==> src/rtl/wb_arb_pkg.sv <==
// Shared types and constants for the two-master Wishbone arbiter.
package wb_arb_pkg;

  typedef enum logic [1:0] {
    IDLE = 2'd0,
    GNT0 = 2'd1,
    GNT1 = 2'd2
  } arb_state_e;

  localparam int unsigned WD_CNT_W = 16;

endpackage

==> src/rtl/wb_if.sv <==
// Classic Wishbone bus bundle; master drives the request side, slave the response side.
interface wb_if #(
  parameter int unsigned ADDR_WIDTH = 32,
  parameter int unsigned DATA_WIDTH = 32
);
  logic                    cyc;
  logic                    stb;
  logic                    we;
  logic [ADDR_WIDTH-1:0]   adr;
  logic [DATA_WIDTH-1:0]   dat_w;
  logic [DATA_WIDTH/8-1:0] sel;
  logic                    ack;
  logic                    err;
  logic [DATA_WIDTH-1:0]   dat_r;

  modport master (output cyc, stb, we, adr, dat_w, sel, input ack, err, dat_r);
  modport slave  (input cyc, stb, we, adr, dat_w, sel, output ack, err, dat_r);
endinterface

==> src/rtl/wb_arb_watchdog.sv <==
// Counts unanswered strobe cycles and flags expiry on the TIMEOUT_CYCLES-th one.
module wb_arb_watchdog #(
  parameter int unsigned TIMEOUT_CYCLES = 255
) (
  input  logic clk,
  input  logic rst,
  input  logic clr,
  input  logic run,
  output logic expire
);
  import wb_arb_pkg::*;

  localparam logic [WD_CNT_W-1:0] LIMIT = WD_CNT_W'(TIMEOUT_CYCLES - 1);

  logic [WD_CNT_W-1:0] cnt_q, cnt_d;

  assign expire = run & (cnt_q == LIMIT);

  always_comb begin
    cnt_d = cnt_q + WD_CNT_W'(1);
    if (clr || !run || expire) cnt_d = '0;
  end

  always_ff @(posedge clk or posedge rst) begin
    if (rst) cnt_q <= '0;
    else     cnt_q <= cnt_d;
  end

endmodule

==> src/rtl/wb_arbiter_2x1.sv <==
// Round-robin arbiter sharing one Wishbone slave between two masters, with a
// per-grant watchdog that errors out a stalled strobe.
module wb_arbiter_2x1 #(
  parameter int unsigned WB_ADDR_WIDTH  = 32,
  parameter int unsigned WB_DATA_WIDTH  = 32,
  parameter int unsigned TIMEOUT_CYCLES = 255
) (
  input  logic       clk,
  input  logic       rst,
  wb_if.slave        m0,
  wb_if.slave        m1,
  wb_if.master       s,
  output logic [1:0] gnt_o,
  output logic       timeout_o
);
  import wb_arb_pkg::*;

  localparam int unsigned SEL_W = WB_DATA_WIDTH / 8;

  arb_state_e               state_q, state_d;
  logic                     last_gnt_q, last_gnt_d;
  logic                     req0, req1;
  logic                     mux_cyc, mux_stb, mux_we;
  logic [WB_ADDR_WIDTH-1:0] mux_adr;
  logic [WB_DATA_WIDTH-1:0] mux_dat_w;
  logic [SEL_W-1:0]         mux_sel;
  logic                     wd_clr, wd_run, wd_expire, tmo;
  logic                     is_g0, is_g1;

  assign req0 = m0.cyc & m0.stb;
  assign req1 = m1.cyc & m1.stb;

  always_comb begin
    state_d    = state_q;
    last_gnt_d = last_gnt_q;
    unique case (state_q)
      IDLE: begin
        if (req0 && req1) state_d = last_gnt_q ? GNT0 : GNT1;
        else if (req0)    state_d = GNT0;
        else if (req1)    state_d = GNT1;
      end
      GNT0:    if (!m0.cyc) state_d = req1 ? GNT1 : IDLE;
      GNT1:    if (!m1.cyc) state_d = req0 ? GNT0 : IDLE;
      default: state_d = IDLE;
    endcase
    if (state_d != state_q) begin
      if (state_d == GNT0) last_gnt_d = 1'b0;
      if (state_d == GNT1) last_gnt_d = 1'b1;
    end
  end

  always_ff @(posedge clk or posedge rst) begin
    if (rst) begin
      state_q    <= IDLE;
      last_gnt_q <= 1'b1;
    end else begin
      state_q    <= state_d;
      last_gnt_q <= last_gnt_d;
    end
  end

  always_comb begin
    mux_cyc   = 1'b0;
    mux_stb   = 1'b0;
    mux_we    = 1'b0;
    mux_adr   = '0;
    mux_dat_w = '0;
    mux_sel   = '0;
    unique case (state_q)
      GNT0: begin
        mux_cyc   = m0.cyc;
        mux_stb   = m0.stb;
        mux_we    = m0.we;
        mux_adr   = m0.adr;
        mux_dat_w = m0.dat_w;
        mux_sel   = m0.sel;
      end
      GNT1: begin
        mux_cyc   = m1.cyc;
        mux_stb   = m1.stb;
        mux_we    = m1.we;
        mux_adr   = m1.adr;
        mux_dat_w = m1.dat_w;
        mux_sel   = m1.sel;
      end
      default: ;
    endcase
  end

  // Watchdog runs on the master's own strobe, not the forced one, so the
  // stb kill at expiry does not feed back into its own enable.
  assign wd_run = mux_cyc & mux_stb;
  assign wd_clr = s.ack | s.err | (state_d != state_q);
  assign tmo    = wd_expire & ~s.ack & ~s.err;

  wb_arb_watchdog #(
    .TIMEOUT_CYCLES(TIMEOUT_CYCLES)
  ) u_wdog (
    .clk   (clk),
    .rst   (rst),
    .clr   (wd_clr),
    .run   (wd_run),
    .expire(wd_expire)
  );

  assign s.cyc   = mux_cyc;
  assign s.stb   = mux_stb & ~wd_expire;
  assign s.we    = mux_we;
  assign s.adr   = mux_adr;
  assign s.dat_w = mux_dat_w;
  assign s.sel   = mux_sel;

  assign is_g0 = (state_q == GNT0);
  assign is_g1 = (state_q == GNT1);

  assign m0.ack   = is_g0 & s.ack;
  assign m0.err   = is_g0 & (s.err | tmo);
  assign m0.dat_r = is_g0 ? s.dat_r : '0;
  assign m1.ack   = is_g1 & s.ack;
  assign m1.err   = is_g1 & (s.err | tmo);
  assign m1.dat_r = is_g1 ? s.dat_r : '0;

  assign gnt_o     = {is_g1, is_g0};
  assign timeout_o = tmo;

endmodule

==> src/flat_wrapper.sv <==
// flat-port wrapper written by rule: the top's interface ports become plain ports
module wb_arbiter_2x1_flat import wb_arb_pkg::*;
#(
  parameter int unsigned WB_ADDR_WIDTH  = 32,
  parameter int unsigned WB_DATA_WIDTH  = 32,
  parameter int unsigned TIMEOUT_CYCLES = 255
)
  (clk, rst, gnt_o, timeout_o, m0_cyc, m0_stb, m0_we, m0_adr, m0_dat_w, m0_sel, m0_ack, m0_err, m0_dat_r, m1_cyc, m1_stb, m1_we, m1_adr, m1_dat_w, m1_sel, m1_ack, m1_err, m1_dat_r, s_cyc, s_stb, s_we, s_adr, s_dat_w, s_sel, s_ack, s_err, s_dat_r);
  wb_if #(.ADDR_WIDTH((32)), .DATA_WIDTH((32))) m0_i ();
  wb_if #(.ADDR_WIDTH((32)), .DATA_WIDTH((32))) m1_i ();
  wb_if #(.ADDR_WIDTH((32)), .DATA_WIDTH((32))) s_i ();
  input  logic clk;
  input  logic rst;
  output logic [1:0] gnt_o;
  output logic timeout_o;
  input wire logic [$bits(m0_i.cyc)-1:0] m0_cyc;
  input wire logic [$bits(m0_i.stb)-1:0] m0_stb;
  input wire logic [$bits(m0_i.we)-1:0] m0_we;
  input wire logic [$bits(m0_i.adr)-1:0] m0_adr;
  input wire logic [$bits(m0_i.dat_w)-1:0] m0_dat_w;
  input wire logic [$bits(m0_i.sel)-1:0] m0_sel;
  output wire logic [$bits(m0_i.ack)-1:0] m0_ack;
  output wire logic [$bits(m0_i.err)-1:0] m0_err;
  output wire logic [$bits(m0_i.dat_r)-1:0] m0_dat_r;
  input wire logic [$bits(m1_i.cyc)-1:0] m1_cyc;
  input wire logic [$bits(m1_i.stb)-1:0] m1_stb;
  input wire logic [$bits(m1_i.we)-1:0] m1_we;
  input wire logic [$bits(m1_i.adr)-1:0] m1_adr;
  input wire logic [$bits(m1_i.dat_w)-1:0] m1_dat_w;
  input wire logic [$bits(m1_i.sel)-1:0] m1_sel;
  output wire logic [$bits(m1_i.ack)-1:0] m1_ack;
  output wire logic [$bits(m1_i.err)-1:0] m1_err;
  output wire logic [$bits(m1_i.dat_r)-1:0] m1_dat_r;
  output wire logic [$bits(s_i.cyc)-1:0] s_cyc;
  output wire logic [$bits(s_i.stb)-1:0] s_stb;
  output wire logic [$bits(s_i.we)-1:0] s_we;
  output wire logic [$bits(s_i.adr)-1:0] s_adr;
  output wire logic [$bits(s_i.dat_w)-1:0] s_dat_w;
  output wire logic [$bits(s_i.sel)-1:0] s_sel;
  input wire logic [$bits(s_i.ack)-1:0] s_ack;
  input wire logic [$bits(s_i.err)-1:0] s_err;
  input wire logic [$bits(s_i.dat_r)-1:0] s_dat_r;
  assign m0_i.cyc = m0_cyc;
  assign m0_i.stb = m0_stb;
  assign m0_i.we = m0_we;
  assign m0_i.adr = m0_adr;
  assign m0_i.dat_w = m0_dat_w;
  assign m0_i.sel = m0_sel;
  assign m0_ack = m0_i.ack;
  assign m0_err = m0_i.err;
  assign m0_dat_r = m0_i.dat_r;
  assign m1_i.cyc = m1_cyc;
  assign m1_i.stb = m1_stb;
  assign m1_i.we = m1_we;
  assign m1_i.adr = m1_adr;
  assign m1_i.dat_w = m1_dat_w;
  assign m1_i.sel = m1_sel;
  assign m1_ack = m1_i.ack;
  assign m1_err = m1_i.err;
  assign m1_dat_r = m1_i.dat_r;
  assign s_cyc = s_i.cyc;
  assign s_stb = s_i.stb;
  assign s_we = s_i.we;
  assign s_adr = s_i.adr;
  assign s_dat_w = s_i.dat_w;
  assign s_sel = s_i.sel;
  assign s_i.ack = s_ack;
  assign s_i.err = s_err;
  assign s_i.dat_r = s_dat_r;
  wb_arbiter_2x1 #(.WB_ADDR_WIDTH(WB_ADDR_WIDTH), .WB_DATA_WIDTH(WB_DATA_WIDTH), .TIMEOUT_CYCLES(TIMEOUT_CYCLES)) u_core (.clk(clk), .rst(rst), .m0(m0_i), .m1(m1_i), .s(s_i), .gnt_o(gnt_o), .timeout_o(timeout_o));
endmodule
==> config.mk <==
export PLATFORM = sky130hd
export DESIGN_NAME = wb_arbiter_2x1_flat
export DESIGN_NICKNAME = d
export VERILOG_FILES = /design/src/rtl/wb_arb_pkg.sv /design/src/rtl/wb_if.sv /design/src/rtl/wb_arb_watchdog.sv /design/src/rtl/wb_arbiter_2x1.sv /design/src/flat_wrapper.sv
export SDC_FILE = /design/constraint.sdc
export NUM_CORES = 1
export LEC_CHECK = 0
export BUFFER_PORTS_ARGS = -buffer_cell sky130_fd_sc_hd__buf_2
export CAP_MARGIN = 15
export CORE_AREA = 10 10 117 119
export CTS_CLUSTER_SIZE = 12
export DETAILED_ROUTE_END_ITERATION = 16
export DIE_AREA = 0 0 127 129
export GPL_TIMING_DRIVEN = 0
export PLACE_DENSITY = 0.6
export SLEW_MARGIN = 20
export SYNTH_ARGS = -nofsm -noshare
export SYNTH_HDL_FRONTEND = slang
export SYNTH_SLANG_ARGS = --single-unit
export TNS_END_PERCENT = 1
==> constraint.sdc <==
create_clock -name clk -period 3.1 [get_ports clk]
set_clock_uncertainty 0.05 [all_clocks]
set_input_delay 0.31 -clock clk [delete_from_list [all_inputs] [get_ports clk]]
set_output_delay 0.31 -clock clk [all_outputs]
set_load 0.1 [all_outputs]
==> metrics.txt <==
antenna-violating nets left=0; Syn Nets=560; CORE AREA=0.01132 sq mm; most instantiated cells after synthesis=nor2b_1 (73), a22oi_1 (70), and2_1 (67); GRT met2 Usage=between 30% and 40%; Hold Path Class=input pin to asynchronous set/reset pin; drt pass-1 iters=5; CP max stage cell=dfrtp_1; hpwl dp=around 16 mm; Final setup viols=0; DR vias=~4k; vias in the first global route=around 4.2k; wire per inst=between 20 and 25 um; top achievable clock speed=between 300 and 400 MHz; FP Rows=39; Worst EP required=between 2 and 3 ns; fin nets=approximately 880; post-route insts no fill=between 800 and 900; CP endpoint kind=primary output; fraction of the mapped netlist area in compound gates=between 20% and 30%; Clock transition at path regs=roughly 0.050 ns; CP max stage delay=0.47 ns; largest net degree at the start of global routing=20; Slew @ Worst Pin=0.7377 ns; DR iter-0 viols=about 260; Placed Cells=between 800 and 900; Fillers=between 1k and 1.5k; part of the cycle the worst path needs=98.15%; R2R cell count=10; grt peak-use layer=met2; first-pass GRT wire length=25.86 mm; Critical path origin=u_core.state_q[0]$_DFF_PP0_; top-area cell type share of the netlist area=18.25%; # clock sinks=19; family with the most delay on the worst path=buffers and inverters; CP max FO=10; most frequent CP cell=buf_2; Synth area leaders=a22oi_1 (18%), nor2b_1 (16%), dfrtp_1 (16%); Rel. slew slack=50.76%; routing usage on met3=under 10%; Post-CTS Resized=13; ys flop type=dfrtp_1; XOR/XNOR share of the synthesized area=4.257%; Port Buf Inserts=317; I/O Pins=320; Seq/Total Area, Yosys=between 15 and 20%; mapped cell area=0.002880 sq mm; WL final=around 18 mm; final hold vios=0; Max Slew Vio Count=0; Synth Area in Adders=just over 3%; Synth Area in Simple Gates=44.70%; Synth area leader=a22oi_1; Root Driver=clkbuf_16; Ys Warns=0; Die ar.=approximately 0.016 sq mm; CTS H-tree lvls=1; unrepaired setup endpoints after global routing=yes; Avg Cell Area, Syn=7.681 sq um; maximum clock path buffer count=2; status=finished, final reports clean; CTS Buf Count=3; Routability Congestion=between 0.9 and 1; vias per inst=between 4 and 5; initial antenna violation count=1; most common cell in the netlist=nor2b_1; Initial Util=roughly 25%; Critical Path AT=2.68 ns; die width=127 um; DIE HEIGHT=around 130 um; Residual DRC=0; gr usage total=about 20%; area growth from synthesis to layout=67.90%; main combinational cell family by area after synthesis=simple AND/OR/NAND/NOR gates; Congestion Overflow GR=0; Yosys reg bits=19; ant diodes=0; number of synthesized flops with an enable pin=0; buffers plus inverters on the worst setup path=5; Clock Latency Late Sink=between 0.2 and 0.3 ns; grt met1 use=roughly 22%; Levels on crit path=8; MaxCap Viol Count=0; Setup Fix Bufs, Post-CTS=0; Post-synth ARST share=between 90% and 100%; multiplexer area fraction after synthesis=less than 1%; hold_buf cts=0; WS Path Type=flip-flop to primary output; CP startpoint kind=flip-flop; Worst R2R Start=u_core.state_q[1]$_DFF_PP0_; Mapped Cells=between 300 and 400; CTS tree=done; unique cell type count in the Yosys netlist=45; CP cell instances=inv_1 > ha_1 > buf_2 > clkbuf_2 > buf_1 > a22oi_1 > nor2b_2 > buf_2; Period minus WS final=3.043 ns; layout cells sized above 1=51.29%
[final cells by class]
type	instances	area, sq um	share of cell area (%)
multi-input cells	311	2217	45.85
well taps	143	178.9	3.700
repair buffers	317	1670	34.54
flip-flops and latches	19	476.7	9.858
inverters	8	30.03	0.6210
plain buffers	37	183.9	3.803
clock buffers	4	78.83	1.630
[through the flow]
step                      utilization, %  setup TNS, ns  worst slack [ns]  cell area (sq um)  hold slack (ns)
after CTS                          42.06              0          0.002168               4762           0.1602
after floorplan                        -         -7.188           -0.2267               2889           0.2104
final                              42.72              0           0.05745               4836           0.1276
after global routing               42.72         -2.028           -0.1548               4836           0.1895
after detailed placement           41.11         -1.979           -0.3318               4654           0.4215
after global placement             41.11         -1.863           -0.3365               4654           0.4151
[path summary, 6_finish.rpt]
path | end | slack (ns)
max | s_adr[23] | 0.06
min | u_core.u_wdog.cnt_q[5]$_DFF_PP0_ | 0.13
max reg2reg | u_core.last_gnt_q$_DFFE_PP1P_ | 0.27
min reg2reg | u_core.u_wdog.cnt_q[0]$_DFF_PP0_ | 0.53
max in group asynchronous | u_core.u_wdog.cnt_q[11]$_DFF_PP0_ | 2.41
min in group clk | u_core.state_q[1]$_DFF_PP0_ | 0.41
[layout by cell type, fill, tap and decap left out, types with 8 or more instances in the layout]
cell type  synthesis  routed
and2_1            67      67
buf_2              3     292
inv_1              8       8
nor2_1            10      10
clkbuf_1          27      22
a22oi_1           70      70
nor3_2            11      11
nor2b_1           73      69
xor2_1            10      10
nand3_1            9       9
clkbuf_4           0      25
dfrtp_1           18      18
[cell families after synthesis]
group / Yosys count
AO/OA/AOI/OAI: 88
XOR/XNOR: 14
adder cells (fa/ha/maj): 7
buffers and inverters: 45
flip-flops: 19
multiplexers: 1
AND/OR/NAND/NOR: 201
[routing by layer]
metal / vias to the layer above / routed length (um)
li1: 1971 / -
met3: 16 / 1692
met2: 163 / 9298
met4: 2 / 187
met1: 1944 / 6795
met5: - / 13
[state kept, by name (all words and copies together) (netlist names)]
| name | count |
|---|---|
| u_core.state_q | 2 |
| u_core.last_gnt_q | 1 |
| u_core.u_wdog.cnt_q | 16 |
Power is not shown: default switching activity piles up to over one toggle a cycle in this logic, so the estimate is an artifact.
